File: config.mk
export PLATFORM = sky130hd
export DESIGN_NAME = rv32_writeback
export DESIGN_NICKNAME = d
export VERILOG_FILES = /design/src/rtl/rv32_writeback.sv
export SDC_FILE = /design/constraint.sdc
export NUM_CORES = 1
export LEC_CHECK = 0
export CELL_PAD_IN_SITES_DETAIL_PLACEMENT = 0
export CELL_PAD_IN_SITES_GLOBAL_PLACEMENT = 1
export CORE_MARGIN = 2
export CORE_UTILIZATION = 26
export DETAILED_ROUTE_END_ITERATION = 12
export HOLD_SLACK_MARGIN = 0.15
export PLACE_DENSITY = 0.79
export SETUP_SLACK_MARGIN = 0.4
export SYNTH_ARGS = -nofsm -noshare
export SYNTH_HDL_FRONTEND = slang
export SYNTH_SLANG_ARGS = --single-unit
File: constraint.sdc
create_clock -name clk_i -period 3.05 [get_ports clk_i]
set_clock_uncertainty 0.15 [all_clocks]
set_input_delay 0.61 -clock clk_i [delete_from_list [all_inputs] [get_ports clk_i]]
set_output_delay 0.61 -clock clk_i [all_outputs]
set_load 0.01 [all_outputs]
File: src/rtl/rv32_writeback.sv
// RV32 writeback stage: result select, register-file port arbitration between the
// pipeline and a late-result FIFO, WB+1 forwarding copy, optional instret (RV32_WB_INSTRET_EN).
module rv32_writeback #(
  parameter int LATE_FIFO_DEPTH = 2,
  parameter int INSTRET_W       = 64
) (
  input  logic                 clk_i,
  input  logic                 rst_i,
  input  logic                 reg_write_i,
  input  logic [2:0]           result_source_i,
  input  logic [31:0]          alu_result_i,
  input  logic [31:0]          read_data_i,
  input  logic [31:0]          instr_i,
  input  logic [31:0]          pc_next_i,
  input  logic [31:0]          fpu_result_i,
  input  logic                 late_valid_i,
  input  logic [4:0]           late_rd_i,
  input  logic [31:0]          late_data_i,
  output logic                 late_ready_o,
  output logic                 rf_we_o,
  output logic [4:0]           rf_waddr_o,
  output logic [31:0]          rf_wdata_o,
  output logic                 fwd_valid_o,
  output logic [4:0]           fwd_rd_o,
  output logic [31:0]          fwd_data_o,
  output logic [31:0]          pending_mask_o,
  output logic [INSTRET_W-1:0] instret_o
);

  localparam int PW = (LATE_FIFO_DEPTH > 1) ? $clog2(LATE_FIFO_DEPTH) : 1;

  logic [31:0] pipe_result;
  logic [4:0]  pipe_rd;
  logic        retire, pipe_we;

  logic [4:0]                 fifo_rd   [LATE_FIFO_DEPTH];
  logic [31:0]                fifo_data [LATE_FIFO_DEPTH];
  logic [LATE_FIFO_DEPTH-1:0] fifo_vld;
  logic [PW-1:0]              wr_ptr, rd_ptr;
  logic                       full, empty, pop, push, bypass;

  always_comb begin
    unique case (result_source_i)
      3'b001:  pipe_result = read_data_i;
      3'b010:  pipe_result = pc_next_i;
      3'b011:  pipe_result = fpu_result_i;
      default: pipe_result = alu_result_i;
    endcase
  end

  // A non-zero rd already implies a non-bubble instruction; retire is folded in for clarity.
  assign retire  = |instr_i;
  assign pipe_rd = instr_i[11:7];
  assign pipe_we = reg_write_i && retire && (pipe_rd != 5'd0);

  assign full         = &fifo_vld;
  assign empty        = ~|fifo_vld;
  assign late_ready_o = !full;

  assign pop    = !pipe_we && !empty;
  assign bypass = !pipe_we && empty && late_valid_i && (late_rd_i != 5'd0);
  assign push   = late_valid_i && !full && (late_rd_i != 5'd0) && !bypass;

  always_comb begin
    rf_we_o    = 1'b0;
    rf_waddr_o = 5'd0;
    rf_wdata_o = 32'd0;
    if (pipe_we) begin
      rf_we_o    = 1'b1;
      rf_waddr_o = pipe_rd;
      rf_wdata_o = pipe_result;
    end else if (!empty) begin
      rf_we_o    = 1'b1;
      rf_waddr_o = fifo_rd[rd_ptr];
      rf_wdata_o = fifo_data[rd_ptr];
    end else if (bypass) begin
      rf_we_o    = 1'b1;
      rf_waddr_o = late_rd_i;
      rf_wdata_o = late_data_i;
    end
  end

  always_comb begin
    pending_mask_o = 32'd0;
    for (int i = 0; i < LATE_FIFO_DEPTH; i++)
      if (fifo_vld[i]) pending_mask_o[fifo_rd[i]] = 1'b1;
  end

  // Occupancy lives in the valid bits so reset clears the mask immediately.
  always_ff @(posedge clk_i or posedge rst_i) begin
    if (rst_i) begin
      fifo_vld <= '0;
      wr_ptr   <= '0;
      rd_ptr   <= '0;
    end else begin
      if (pop) begin
        fifo_vld[rd_ptr] <= 1'b0;
        rd_ptr           <= rd_ptr + PW'(1);
      end
      if (push) begin
        fifo_vld[wr_ptr] <= 1'b1;
        wr_ptr           <= wr_ptr + PW'(1);
      end
    end
  end

  always_ff @(posedge clk_i) begin
    if (push) begin
      fifo_rd[wr_ptr]   <= late_rd_i;
      fifo_data[wr_ptr] <= late_data_i;
    end
  end

  always_ff @(posedge clk_i or posedge rst_i) begin
    if (rst_i) begin
      fwd_valid_o <= 1'b0;
      fwd_rd_o    <= 5'd0;
      fwd_data_o  <= 32'd0;
    end else begin
      fwd_valid_o <= rf_we_o;
      fwd_rd_o    <= rf_waddr_o;
      fwd_data_o  <= rf_wdata_o;
    end
  end

`ifdef RV32_WB_INSTRET_EN
  always_ff @(posedge clk_i or posedge rst_i) begin
    if (rst_i)       instret_o <= '0;
    else if (retire) instret_o <= instret_o + INSTRET_W'(1);
  end
`else
  assign instret_o = '0;
`endif

  // A pipeline write to a register with a queued late result would be overwritten out of order.
  same_rd_hazard: assert property (@(posedge clk_i) disable iff (rst_i)
    !(pipe_we && pending_mask_o[pipe_rd]));

endmodule

==> metrics.txt <==
run status complete, but fails checks; global-route wire length before repair 37190 um; average wire length per cell after detail routing 20.02 um; CTS tree built; width of the die 162.9 um; number of failing setup endpoints in the final timing report 32; Least-Margin Pin Slew 0.6268 ns; worst rel slew slack 0.5821; detailed-route vias per instance 4.710; worst-skew pair later-pin latency 0.41 ns; Critical Path End Type output port; fill count 2347; Crit path largest cell delay 0.53 ns; post-synthesis cell type count 38; final estimated routing congestion in global placement 0.7936; Period minus WS final 3.431 ns; Std-Cell Core Area 24960 um^2; Slew Limit Fails 0; series of cell instances along the critical path buf_6 > or3_4 > o31a_4 > or4_4 > buf_12 > buf_8 > buf_12 > o211ai_4 > buf_6; via count of the first global-routing pass 6444; area share of the leading cell type in the synthesized netlist 0.3384; main area contributors after synthesis edfxtp_1, dfrtp_1, mux2i_1; number of cell rows 58; critical path class in -> out; vertical die dimension 162.9 um; launching point of the worst reg2reg path fifo_vld[0]$_DFF_PP0_; Boundary Pins 377; number of DRC markers after the initial detailed-route iteration 370; Pre-antenna DRT Iters 5; core occupancy in the finished layout 0.4710; largest vdd supply drop 0.3412 mV; final hold violations 0; area growth from synthesis to layout 79.04%; via count 6213; number of max-capacitance violations reported 0; instance count of the mapped netlist 561; crit path launch instr_i[8]; Pleak 0.005047 uW; clock tree root driver cell clkbuf_16; CTS Buf Count 17; overall die area 26550 um^2; Routed WL 26410 um; grt ovf 0; H-tree Lvls 4; primary flip-flop cell chosen by synthesis mapping edfxtp_1; worst setup slack after layout -0.3812 ns; class of the most critical hold timing path in -> async; Post-DRT Antenna Nets 0; CTS sink count 116; number of synthesized register bits 116; fin cells 1319; Seq/Total Area, Yosys 0.4984; critical path's slowest cell or4_4; Max Root-Sink Buffers 2; NumNets Final 1180; Port Buffer Count 285; leading cell types in the layout, fill and taps excluded clkdlybuf4s50_1, buf_4, edfxtp_1, mux2i_1, conb_1; Worst Path Required 2.29 ns; kind of start point of the critical path input port; overall power consumption 8204 uW; area taken by flip-flops and latches 3277 um^2; part of the cycle the worst path needs 1.125; share of flip-flops with an asynchronous set or reset 0.3621; worst-case hold slack 0.4387 ns; Design Area, Final 11760 um^2; clock slew at reported path FFs 0.06 ns; power per standard cell area 697.7 nW/um^2; share of post-route cells with drive strength above 1 0.3306; antenna diode count 0; Max Fanout on Critical Path 5; multi-input logic area 3010 um^2; maximum number of pins on one net before global-route repair 34; synthesized cell area 6568 um^2; all-layer global routing usage 0.1886; setup repair after global routing missed its margin true; Yosys warning count 0; instance area at placement 9988 um^2; detailed-route DRC error count 0; fmax 0.2914 GHz; violated checks negative setup slack; biggest area consumer among synthesized cells edfxtp_1; total half-perimeter wirelength after legalization and detailed placement 17040 um; Post-CTS Hold Buffers 0; number of antenna violations at the first check in global routing 1; number of synthesized flops with an enable pin 74; signal arrival time at the worst endpoint 2.67 ns; Initial Util 0.2631; placed instance count 1190; post-synthesis average cell area 11.71 um^2; most common library cell in the layout ignoring fill and taps clkdlybuf4s50_1
[sequential cells by signal, summed over array words and instances (netlist names)]
name         flops
rd_ptr           1
fifo_rd         10
fifo_vld         2
fifo_data       64
fwd_valid_o      1
wr_ptr           1
fwd_rd_o         5
fwd_data_o      32
[critical path: cells and delay by family]
family	cells	cell delay [ns]
and+or+nand+nor	2	0.92
buffers and inverters	5	0.63
AOI/OAI and AO/OA	2	0.49
[power breakdown]
group / internal [uW] / switching, uW / leakage, uW
Combinational: 1990 / 1790 / 0.00356
Sequential: 2130 / 140 / 0.00118
Clock: 1380 / 771 / 0.000301
Total: 5510 / 2700 / 0.00505
[final cells by class]
class,count,area share
flip-flops and latches,116,0.2787
inverters,34,0.01085
clock buffers,18,0.03650
repair buffers,445,0.3657
clock inverters,14,0.01713
multi-input cells,362,0.2560
well taps,330,0.03511
[path summary, 6_finish.rpt]
kind                                       endpoint  slack, ns  depth (start not counted)
max                                  rf_wdata_o[15]      -0.38                          9
min                        fwd_data_o[23]$_DFF_PP0_       0.44                          2
max reg2reg                fwd_data_o[15]$_DFF_PP0_       0.73                         11
min reg2reg                      wr_ptr$_DFFE_PP0N_       0.46                          1
max in group asynchronous        rd_ptr$_DFFE_PP0N_       1.71                          3
min in group clk_i            fwd_rd_o[2]$_DFF_PP0_       0.45                          4
[cell families after synthesis]
logic type | Yosys count | synth area share
other | 1 | 0.0005710
buffers and inverters | 146 | 0.1269
and+or+nand+nor | 82 | 0.07468
AOI/OAI and AO/OA | 145 | 0.1917
DFF | 116 | 0.4984
xor gates and xnor gates | 2 | 0.002668
muxes | 69 | 0.1052
[synthesized netlist by cell type (5+ instances only)]
library cell	number
inv_1	34
or3_1	35
mux2i_1	69
nor2_1	16
o221ai_1	32
or3b_2	6
dfrtp_1	42
o22ai_1	32
nand3b_1	10
a31oi_1	5
buf_4	64
o211ai_2	30
clkbuf_1	33
a2bb2oi_1	32
edfxtp_1	74
buf_1	8
a21oi_1	5
[metal layers]
| metal | share of wire | vias up | wire, um | track usage |
|---|---|---|---|---|
| li1 | - | 2860 | - | - |
| met5 | 0 | - | 0 | 0 |
| met4 | 0.023 | 0 | 616 | 0.05430 |
| met2 | 0.50 | 314 | 13210 | 0.3359 |
| met1 | 0.41 | 2992 | 10920 | 0.2222 |
| met3 | 0.063 | 47 | 1667 | 0.05067 |
[what timing repair did]
action	CTS	global route
pin swaps	21	20
resized for setup	291	65
hold endpoints to repair	0	0
buffers inserted	65	24
endpoints found under the setup margin	72	133
gates cloned	4	4
[stage by stage]
| stage | setup slack, ns | setup TNS [ns] |
|---|---|---|
| 6_report | -0.3812 | -10.82 |
| 3_5_place_dp | -1.074 | -36.26 |
| 4_1_cts | -0.4802 | -13.95 |
| 2_1_floorplan | 0.07123 | 0 |
| 3_3_place_gp | -1.055 | -35.00 |
| 5_1_grt | -0.4274 | -12.29 |
Note: power is estimated with default switching activity, not from simulation.
